===== src/rtl/vga_timing_pattern_gen.sv =====
// vga_timing_pattern_gen
//   Single-clock VGA timing generator with built-in test patterns.
//   Line and frame are both ordered active, front porch, sync, back porch.
//   Every output is a registered function of (h_cnt, v_cnt), so all outputs
//   share one clock of latency and stay mutually aligned.
//
//   Optional feature: define SCROLL_EN to scroll patterns 0 and 3 left by one
//   pixel per frame.
//
// Ports
//   clock       in   pixel clock
//   reset_n     in   asynchronous active-low reset
//   sel         in   asynchronous pattern-advance button (level)
//   hs, vs      out  horizontal / vertical sync, polarity set by HS_POL / VS_POL
//   de          out  active-video qualifier
//   r, g, b     out  COLOR_W-bit colour, zero whenever de = 0
//   frame_start out  one-cycle pulse with the first active pixel of a frame
//   pattern     out  displayed pattern index 0..4
//
// Pattern state table
//   pattern | meaning
//   0       | grey ramp, 2**COLOR_W vertical bands
//   1       | solid red
//   2       | solid white
//   3       | eight colour bars
//   4       | checkerboard, 2**CHK_LOG2 pixel squares
module vga_timing_pattern_gen #(
    parameter int H_ACTIVE = 800,
    parameter int H_FP     = 40,
    parameter int H_SYNC   = 128,
    parameter int H_BP     = 88,
    parameter int V_ACTIVE = 600,
    parameter int V_FP     = 1,
    parameter int V_SYNC   = 4,
    parameter int V_BP     = 23,
    parameter bit HS_POL   = 1'b1,
    parameter bit VS_POL   = 1'b1,
    parameter int COLOR_W  = 2,
    parameter int CHK_LOG2 = 5
) (
    input  logic               clock,
    input  logic               reset_n,
    input  logic               sel,
    output logic               hs,
    output logic               vs,
    output logic               de,
    output logic [COLOR_W-1:0] r,
    output logic [COLOR_W-1:0] g,
    output logic [COLOR_W-1:0] b,
    output logic               frame_start,
    output logic [2:0]         pattern
);

    localparam int H_TOTAL = H_ACTIVE + H_FP + H_SYNC + H_BP;
    localparam int V_TOTAL = V_ACTIVE + V_FP + V_SYNC + V_BP;
    localparam int HW      = $clog2(H_TOTAL);
    localparam int VW      = $clog2(V_TOTAL);
    localparam int N_BANDS = 2 ** COLOR_W;
    localparam int BAND_W  = H_ACTIVE >> COLOR_W;
    localparam int BAR_W   = H_ACTIVE / 8;

    localparam logic [HW-1:0]      H_LAST   = HW'(H_TOTAL - 1);
    localparam logic [VW-1:0]      V_LAST   = VW'(V_TOTAL - 1);
    localparam logic [HW-1:0]      H_ACT    = HW'(H_ACTIVE);
    localparam logic [VW-1:0]      V_ACT    = VW'(V_ACTIVE);
    localparam logic [HW-1:0]      HS_START = HW'(H_ACTIVE + H_FP);
    localparam logic [HW-1:0]      HS_END   = HW'(H_ACTIVE + H_FP + H_SYNC);
    localparam logic [VW-1:0]      VS_START = VW'(V_ACTIVE + V_FP);
    localparam logic [VW-1:0]      VS_END   = VW'(V_ACTIVE + V_FP + V_SYNC);
    localparam logic [COLOR_W-1:0] C_MAX    = '1;

    logic [HW-1:0]      h_cnt;
    logic [VW-1:0]      v_cnt;
    logic               h_last;
    logic               frame_wrap;
    logic               sel_meta, sel_sync, sel_prev;
    logic               sel_rise;
    logic               pending_adv;
    logic [HW-1:0]      x_scr;
    logic [COLOR_W-1:0] ramp_lvl;
    logic [2:0]         bar_idx;
    logic               de_n;
    logic [COLOR_W-1:0] r_n, g_n, b_n;

    assign h_last     = (h_cnt == H_LAST);
    assign frame_wrap = h_last && (v_cnt == V_LAST);
    assign sel_rise   = sel_sync && !sel_prev;

    always_ff @(posedge clock or negedge reset_n) begin
        if (!reset_n) begin
            h_cnt <= '0;
            v_cnt <= '0;
        end else if (h_last) begin
            h_cnt <= '0;
            v_cnt <= (v_cnt == V_LAST) ? '0 : v_cnt + VW'(1);
        end else begin
            h_cnt <= h_cnt + HW'(1);
        end
    end

    always_ff @(posedge clock or negedge reset_n) begin
        if (!reset_n) begin
            sel_meta <= 1'b0;
            sel_sync <= 1'b0;
            sel_prev <= 1'b0;
        end else begin
            sel_meta <= sel;
            sel_sync <= sel_meta;
            sel_prev <= sel_sync;
        end
    end

    // An edge landing on the wrap cycle itself is honoured at that wrap.
    always_ff @(posedge clock or negedge reset_n) begin
        if (!reset_n) begin
            pattern     <= 3'd0;
            pending_adv <= 1'b0;
        end else if (frame_wrap) begin
            if (pending_adv || sel_rise) begin
                pattern <= (pattern == 3'd4) ? 3'd0 : pattern + 3'd1;
            end
            pending_adv <= 1'b0;
        end else if (sel_rise) begin
            pending_adv <= 1'b1;
        end
    end

`ifdef SCROLL_EN
    logic [HW-1:0] scroll_off;
    logic [HW:0]   x_sum;

    always_ff @(posedge clock or negedge reset_n) begin
        if (!reset_n) begin
            scroll_off <= '0;
        end else if (frame_wrap) begin
            scroll_off <= (scroll_off == HW'(H_ACTIVE - 1)) ? '0 : scroll_off + HW'(1);
        end
    end

    // Both terms are below H_ACTIVE inside the active area, so a single
    // conditional subtract implements the modulo.
    always_comb begin
        x_sum = {1'b0, h_cnt} + {1'b0, scroll_off};
        if (x_sum >= (HW+1)'(H_ACTIVE)) begin
            x_scr = HW'(x_sum - (HW+1)'(H_ACTIVE));
        end else begin
            x_scr = HW'(x_sum);
        end
    end
`else
    always_comb begin
        x_scr = h_cnt;
    end
`endif

    // Band and bar indices by threshold compare; the last band/bar keeps
    // everything past its start, which absorbs any width remainder.
    always_comb begin
        ramp_lvl = '0;
        for (int i = 1; i < N_BANDS; i++) begin
            if (x_scr >= HW'(i * BAND_W)) ramp_lvl = COLOR_W'(i);
        end
        bar_idx = 3'd0;
        for (int i = 1; i < 8; i++) begin
            if (x_scr >= HW'(i * BAR_W)) bar_idx = 3'(i);
        end
    end

    always_comb begin
        de_n = (h_cnt < H_ACT) && (v_cnt < V_ACT);
        r_n  = '0;
        g_n  = '0;
        b_n  = '0;
        case (pattern)
            3'd0: begin
                r_n = ramp_lvl;
                g_n = ramp_lvl;
                b_n = ramp_lvl;
            end
            3'd1: r_n = C_MAX;
            3'd2: begin
                r_n = C_MAX;
                g_n = C_MAX;
                b_n = C_MAX;
            end
            3'd3: begin
                // Bar order white..black maps to inverted index bits.
                r_n = bar_idx[1] ? '0 : C_MAX;
                g_n = bar_idx[2] ? '0 : C_MAX;
                b_n = bar_idx[0] ? '0 : C_MAX;
            end
            3'd4: begin
                if (h_cnt[CHK_LOG2] ^ v_cnt[CHK_LOG2]) begin
                    r_n = C_MAX;
                    g_n = C_MAX;
                    b_n = C_MAX;
                end
            end
            default: ;
        endcase
        if (!de_n) begin
            r_n = '0;
            g_n = '0;
            b_n = '0;
        end
    end

    always_ff @(posedge clock or negedge reset_n) begin
        if (!reset_n) begin
            hs          <= !HS_POL;
            vs          <= !VS_POL;
            de          <= 1'b0;
            r           <= '0;
            g           <= '0;
            b           <= '0;
            frame_start <= 1'b0;
        end else begin
            hs          <= (h_cnt >= HS_START && h_cnt < HS_END) ? HS_POL : !HS_POL;
            vs          <= (v_cnt >= VS_START && v_cnt < VS_END) ? VS_POL : !VS_POL;
            de          <= de_n;
            r           <= r_n;
            g           <= g_n;
            b           <= b_n;
            frame_start <= (h_cnt == '0) && (v_cnt == '0);
        end
    end

endmodule


===== config.mk =====
export PLATFORM = sky130hd
export DESIGN_NAME = vga_timing_pattern_gen
export DESIGN_NICKNAME = d
export VERILOG_FILES = /design/src/rtl/vga_timing_pattern_gen.sv
export SDC_FILE = /design/constraint.sdc
export NUM_CORES = 1
export LEC_CHECK = 0
export BUFFER_PORTS_ARGS = -buffer_cell sky130_fd_sc_hd__buf_2
export CAP_MARGIN = 20
export CORE_UTILIZATION = 30
export CTS_CLUSTER_DIAMETER = 200
export DETAILED_ROUTE_END_ITERATION = 12
export PLACE_DENSITY = 0.51
export SLEW_MARGIN = 15
export SYNTH_ARGS = -nofsm -noshare
export SYNTH_HDL_FRONTEND = slang
export SYNTH_SLANG_ARGS = --single-unit

===== constraint.sdc =====
create_clock -name clock -period 4.7 [get_ports clock]
set_input_delay 0.94 -clock clock [delete_from_list [all_inputs] [get_ports clock]]
set_output_delay 0.94 -clock clock [all_outputs]
set_load 0.03 [all_outputs]

After elaboration in Yosys (flattened, before gate mapping)

Index checks and enable logic that the tools add are counted.

Output and inout bits: 13
Flip-flop bits (word level): 38
Word-level logic and storage cells: 78
Input bits: 3

Bitwise gates (word level): 1
Reductions and logical operators: 14
Equality and inequality tests: 6
Muxes and demuxes: 27
Add/subtract/negate cells: 3
$lt $le $gt $ge: 13

Operators by type and width:

| operator              | number |
|---|---|
| $ge 11x10->1 const B  | 3 |
| $ge 11x9->1 const B   | 3 |
| $pmux 2 s4            | 3 |
| $lt 11x10->1 const B  | 2 |
| $mux 3                | 7 |
| $lt 10x10->1 const B  | 2 |
| $mux 2                | 9 |
| $add 11x1->11 const B | 1 |
| $eq 11x11->1 const B  | 1 |
| $ge 11x7->1 const B   | 1 |
| $ge 11x8->1 const B   | 1 |
| $logic_not 11->1      | 1 |
| $mux 11               | 1 |
| $add 10x1->10 const B | 1 |
| $eq 10x10->1 const B  | 1 |
| $ge 10x10->1 const B  | 1 |
| $logic_not 10->1      | 1 |
| $mux 10               | 1 |
| $eq 3x2->1 const B    | 2 |
| $logic_and 1x1->1     | 6 |
| $mux 1                | 6 |
| $add 3x1->3 const B   | 1 |
| $eq 3x1->1 const B    | 1 |
| $eq 3x3->1 const B    | 1 |
| other kinds (7)       | 7 |

Longest topological paths before layout

Depth after elaboration: 11
Gate-level depth with buffers: 7
Mapped depth without buffers: 7

Worst setup path after synthesis

OpenSTA, ideal clock, no wires.

Kind: reg-to-reg
From: reg pattern[1]
To: reg b[0]
Period minus slack after synthesis: 2037 ps
Path buffers: 0
Data arrival time: 1955 ps
Cell stages (with the launch flop): 7
Slack: 2663 ps
Path through: dfrtp_1 -> ha_1 -> ha_1 -> clkinv_1 -> or4_1 -> or3_1 -> a31oi_1

Cells in the longest elaborated chain, start to end: 3
Elaborated cells between the ends (all ways): 6
Classes of those cells: 3 x eq/ne; 2 x mux; 1 x reduce/logical

Ends and longest elaborated chain:

| element                            | line | RTL |
|---|---|---|
| start, declared                    | 51   | `output logic [2:0] pattern` |
| start signal, assigned             | 120  | `pattern <= (pattern == 3'd4) ? 3'd0 : pattern + 3'd1;` |
| $eq 3x3->1 (tied with other cells) | 174  | `case (pattern)` |
| $pmux 2 s4 (*)                     | 174  |  |
| $mux 2 (*)                         | 201  | `if (!de_n) begin` |
| named net b_n[0]                   | 83   | `logic [COLOR_W-1:0] r_n, g_n, b_n;` |
| end signal, assigned               | 223  | `b <= b_n;` |
| end, declared                      | 49   | `output logic [COLOR_W-1:0] b,` |

The timed path passes the listed nets; every way through them passes the cells marked *.
A chain may end at the register's enable or synchronous reset.

Final worst setup path

From: reg h_cnt[7]
To: reg pattern[0]

Cells in the longest elaborated chain, start to end: 3

Ends and longest elaborated chain:

| element                    | line | RTL |
|---|---|---|
| start, declared            | 72   | `logic [HW-1:0] h_cnt;` |
| start signal, assigned     | 97   | `h_cnt <= h_cnt + HW'(1);` |
| $eq 11x11->1               | 85   | `assign h_last = (h_cnt == H_LAST);` |
| $logic_and 1x1->1          | 86   | `assign frame_wrap = h_last && (v_cnt == V_LAST);` |
| $reduce_and 2->1 (no line) | --   |  |

No other way between the ends.

==> run_summary.xml <==
<?xml version="1.0" encoding="UTF-8"?>
<metrics>
  <group name="run_status">
    <metric name="status" unit="">finished, final reports clean</metric>
  </group>
  <group name="detailed_routing">
    <metric name="antenna_violating_nets_left" unit="">0</metric>
    <metric name="detail_route.wl_per_cell" unit="um">13.35</metric>
    <metric name="remaining_drc_errors" unit="">0</metric>
    <metric name="detailedRoute.firstPassIterationCount" unit="">4</metric>
    <metric name="via_count" unit="">1520</metric>
    <metric name="viasPerCell" unit="">4.984</metric>
    <metric name="wl" unit="um">4071</metric>
    <metric name="drt_iter0_markers" unit="">88</metric>
  </group>
  <group name="placed_design">
    <metric name="post_dp_cell_area" unit="mm^2">0.002183</metric>
    <metric name="gp_congestion" unit="">0.8390</metric>
    <metric name="number_of_port_buffers" unit="">15</metric>
    <metric name="placedCellCount" unit="">297</metric>
    <metric name="detailed_place_hpwl" unit="um">2830</metric>
  </group>
  <group name="timing">
    <metric name="max_slew.worst_pin.slew" unit="ps">854.3</metric>
    <metric name="fin_setup_tns" unit="ps">0</metric>
    <metric name="relSlewSlack" unit="%">43.05</metric>
    <metric name="period_share" unit="%">52.38</metric>
    <metric name="final_max_slew_viol_count" unit="">0</metric>
    <metric name="hold_viol_final" unit="">0</metric>
    <metric name="rsz_0062_raised_after_global_routing" unit="">no</metric>
    <metric name="clock_skew" unit="ps">7.980</metric>
    <metric name="fin_crit" unit="ps">2462</metric>
    <metric name="maxClockFrequency" unit="MHz">406.2</metric>
    <metric name="setup_viol" unit="">0</metric>
  </group>
  <group name="cells_and_area">
    <metric name="flow.area_growth_from_synthesis" unit="%">10.30</metric>
    <metric name="stdcell_count" unit="">305</metric>
    <metric name="fillCellCount" unit="">661</metric>
    <metric name="final_area" unit="mm^2">0.002292</metric>
    <metric name="antenna_cells" unit="">0</metric>
    <metric name="combined_area_of_the_multi_input_logic_cells" unit="mm^2">0.001001</metric>
    <metric name="finalNetCount" unit="">241</metric>
    <metric name="regArea" unit="um^2">950.9</metric>
    <metric name="post_route_cells_drive_above_1_share" unit="%">11.40</metric>
    <metric name="post-route-util" unit="%">35.10</metric>
  </group>
  <group name="power_and_ir_drop">
    <metric name="vdd_ir_drop_max" unit="uV">114.6</metric>
    <metric name="power-per-cell-area" unit="mW/mm^2">266.9</metric>
    <metric name="total_power" unit="mW">0.6118</metric>
    <metric name="power.leakage" unit="nW">1.067</metric>
  </group>
  <group name="clocking">
    <metric name="cts_tree" unit="">built</metric>
    <metric name="cts_setup_buffers" unit="">0</metric>
    <metric name="clk_pin_slew" unit="ps">70</metric>
    <metric name="clock_insertion_delay_worst_skew" unit="ps">290</metric>
    <metric name="clock_sinks" unit="">38</metric>
    <metric name="cts_hold_buffers" unit="">0</metric>
    <metric name="cts.htree.levels" unit="">2</metric>
    <metric name="cts-buffers-inserted" unit="">5</metric>
    <metric name="cts_resized" unit="">0</metric>
    <metric name="clock_path_buffers" unit="">2</metric>
    <metric name="cts_root_buffer" unit="">sky130_fd_sc_hd__clkbuf_8</metric>
  </group>
  <group name="floorplan">
    <metric name="placeableCoreArea" unit="mm^2">0.006531</metric>
    <metric name="boundaryPins" unit="">16</metric>
    <metric name="initial_core_util" unit="%">31.82</metric>
    <metric name="die_w" unit="um">85.23</metric>
    <metric name="floorplan.rows" unit="">29</metric>
    <metric name="design.die.area" unit="mm^2">0.007264</metric>
    <metric name="chipHeight" unit="um">85.23</metric>
  </group>
  <group name="synth">
    <metric name="share_of_the_synthesized_area_in_the_top_cell_type" unit="%">45.76</metric>
    <metric name="post_synth.cell_area_avg" unit="um^2">9.621</metric>
    <metric name="ys_ff_latch" unit="">38</metric>
    <metric name="synth_warnings" unit="">0</metric>
    <metric name="syn_nets" unit="">230</metric>
    <metric name="syn_area" unit="mm^2">0.002078</metric>
    <metric name="async_reset_ff_share" unit="%">100.0</metric>
    <metric name="synthDistinctLibCells" unit="">45</metric>
    <metric name="netlist_top_cells_count" unit="">sky130_fd_sc_hd__dfrtp_1 (38), sky130_fd_sc_hd__nor2_1 (18), sky130_fd_sc_hd__inv_1 (14), sky130_fd_sc_hd__nand2_1 (14), sky130_fd_sc_hd__a21oi_1 (12)</metric>
    <metric name="dominantRegCellSynth" unit="">sky130_fd_sc_hd__dfrtp_1</metric>
    <metric name="synthMostInstantiatedCell" unit="">sky130_fd_sc_hd__dfrtp_1</metric>
    <metric name="synth_edf_count" unit="">0</metric>
    <metric name="synthTopCellsByArea" unit="">sky130_fd_sc_hd__dfrtp_1 (46%), sky130_fd_sc_hd__ha_1 (6.6%), sky130_fd_sc_hd__xnor2_1 (4.6%)</metric>
    <metric name="synth_top_cell_by_area" unit="">sky130_fd_sc_hd__dfrtp_1</metric>
    <metric name="post_synth_inst_count" unit="">216</metric>
    <metric name="synth-seq-area-share" unit="%">45.76</metric>
  </group>
  <group name="grt">
    <metric name="grt_start_max_net_pins" unit="">39</metric>
    <metric name="grt_first_pass_wirelength" unit="um">7203</metric>
    <metric name="gr-total-overflow" unit="">0</metric>
    <metric name="groute.usage.overall" unit="%">12.75</metric>
    <metric name="grt_pass1_vias" unit="">1489</metric>
    <metric name="antenna_violations_before_repair" unit="">0</metric>
  </group>
  <group name="worst_setup_path">
    <metric name="cpLargestDelayFamily" unit="">simple AND/OR/NAND/NOR gates</metric>
    <metric name="slowest_stage_cell_crit_path" unit="">sky130_fd_sc_hd__and4_1</metric>
    <metric name="critical_path.startpoint_type" unit="">flip-flop</metric>
    <metric name="worstPathArrival" unit="ps">2640</metric>
    <metric name="critical_path_cell_sequence" unit="">nor4_1 -&gt; and4_1 -&gt; nand2_1 -&gt; nor2_2 -&gt; mux2_1</metric>
    <metric name="max_stage_delay" unit="ps">620</metric>
    <metric name="critPathRequiredTime" unit="ps">4880</metric>
    <metric name="timing.critical_path.fanout_max" unit="">16</metric>
    <metric name="path_buf_inv" unit="">0</metric>
    <metric name="critPathCaptureType" unit="">flip-flop</metric>
    <metric name="critPathKind" unit="">reg -&gt; reg</metric>
  </group>
  <group name="job">
    <metric name="maxCapViolations" unit="">0</metric>
  </group>
  <group name="worst_hold_path">
    <metric name="worstHoldPathType" unit="">reg -&gt; reg</metric>
  </group>
</metrics>
[routing by layer]
layer,vias up,track usage [%],part of all wire (%)
li1,783,-,-
met1,711,16.73,51
met2,17,19.87,45
met3,9,4.086,3.0
met4,0,4.314,1.5
met5,-,0,0
[where the power goes]
| group | switching (mW) | internal, mW |
|---|---|---|
| combinational | 0.00638 | 0.000652 |
| sequential | 0.000387 | 0.328 |
| clock | 0.120 | 0.156 |
[registers in the layout (all words and copies together) (netlist names), 2 cells and up]
signal,flops
b,2
pattern,3
r,2
g,2
h_cnt,11
v_cnt,10
[cell usage in the layout, fill, tap and decap left out, types with 5 or more instances in the layout]
cell,count
sky130_fd_sc_hd__nand4_1,6
sky130_fd_sc_hd__buf_2,15
sky130_fd_sc_hd__nor2_1,18
sky130_fd_sc_hd__nand3_1,9
sky130_fd_sc_hd__ha_1,11
sky130_fd_sc_hd__xnor2_1,11
sky130_fd_sc_hd__dfrtp_1,38
sky130_fd_sc_hd__inv_1,14
sky130_fd_sc_hd__and4_1,5
sky130_fd_sc_hd__o21ai_1,5
sky130_fd_sc_hd__a21oi_1,12
sky130_fd_sc_hd__o21ai_0,6
sky130_fd_sc_hd__clkbuf_8,5
sky130_fd_sc_hd__nand2_1,14
sky130_fd_sc_hd__nor3_1,6
[worst register-to-register path, delay by kind of cell, from the launching register on]
kind             cells  cell delay, ps
muxes                1             340
and+or+nand+nor      4            1490
DFF                  1             520
[path summary, 6_finish.rpt]
| kind | start | to | slack (ps) | cells past startpoint |
|---|---|---|---|---|
| max in group asynchronous | reset_n | h_cnt[7] | 3410 | 1 |
| setup reg to reg | h_cnt[7] | pattern[0] | 2240 | 5 |
| hold reg to reg | sel_meta | sel_sync | 350 | 0 |
| hold / removal | sel_meta | sel_sync | 350 | 0 |
| setup / recovery | h_cnt[7] | pattern[0] | 2240 | 5 |
| min in group asynchronous | reset_n | v_cnt[7] | 750 | 1 |
[kinds of logic (layout without fill, tap and decap cells)]
group | Yosys count | count (layout) | share of synthesized area, %
compound gates | 45 | 45 | 13.79
buf+inv | 27 | 39 | 6.080
mux | 5 | 5 | 2.589
fa+ha+maj | 11 | 11 | 6.622
xor+xnor | 15 | 15 | 6.321
simple gates | 75 | 75 | 18.84
flops | 38 | 38 | 45.76
[final cells by class]
| type | instances | area share (%) |
|---|---|---|
| tap | 77 | 4.203 |
| multi-input combinational | 151 | 43.67 |
| sequential | 38 | 41.48 |
| clock inverter | 3 | 1.747 |
| timing repair buffer | 15 | 3.275 |
| clock buffer | 5 | 3.002 |
| inverter | 16 | 2.620 |
[per-stage QoR]
step,setup WS (ps),hold WS (ps)
5_1_grt,1984,368.0
6_report,2238,353.4
3_5_place_dp,2266,340.2
3_3_place_gp,2336,333.2
2_1_floorplan,2663,331.2
4_1_cts,2252,358.8
(Power assumes the default switching activity.)
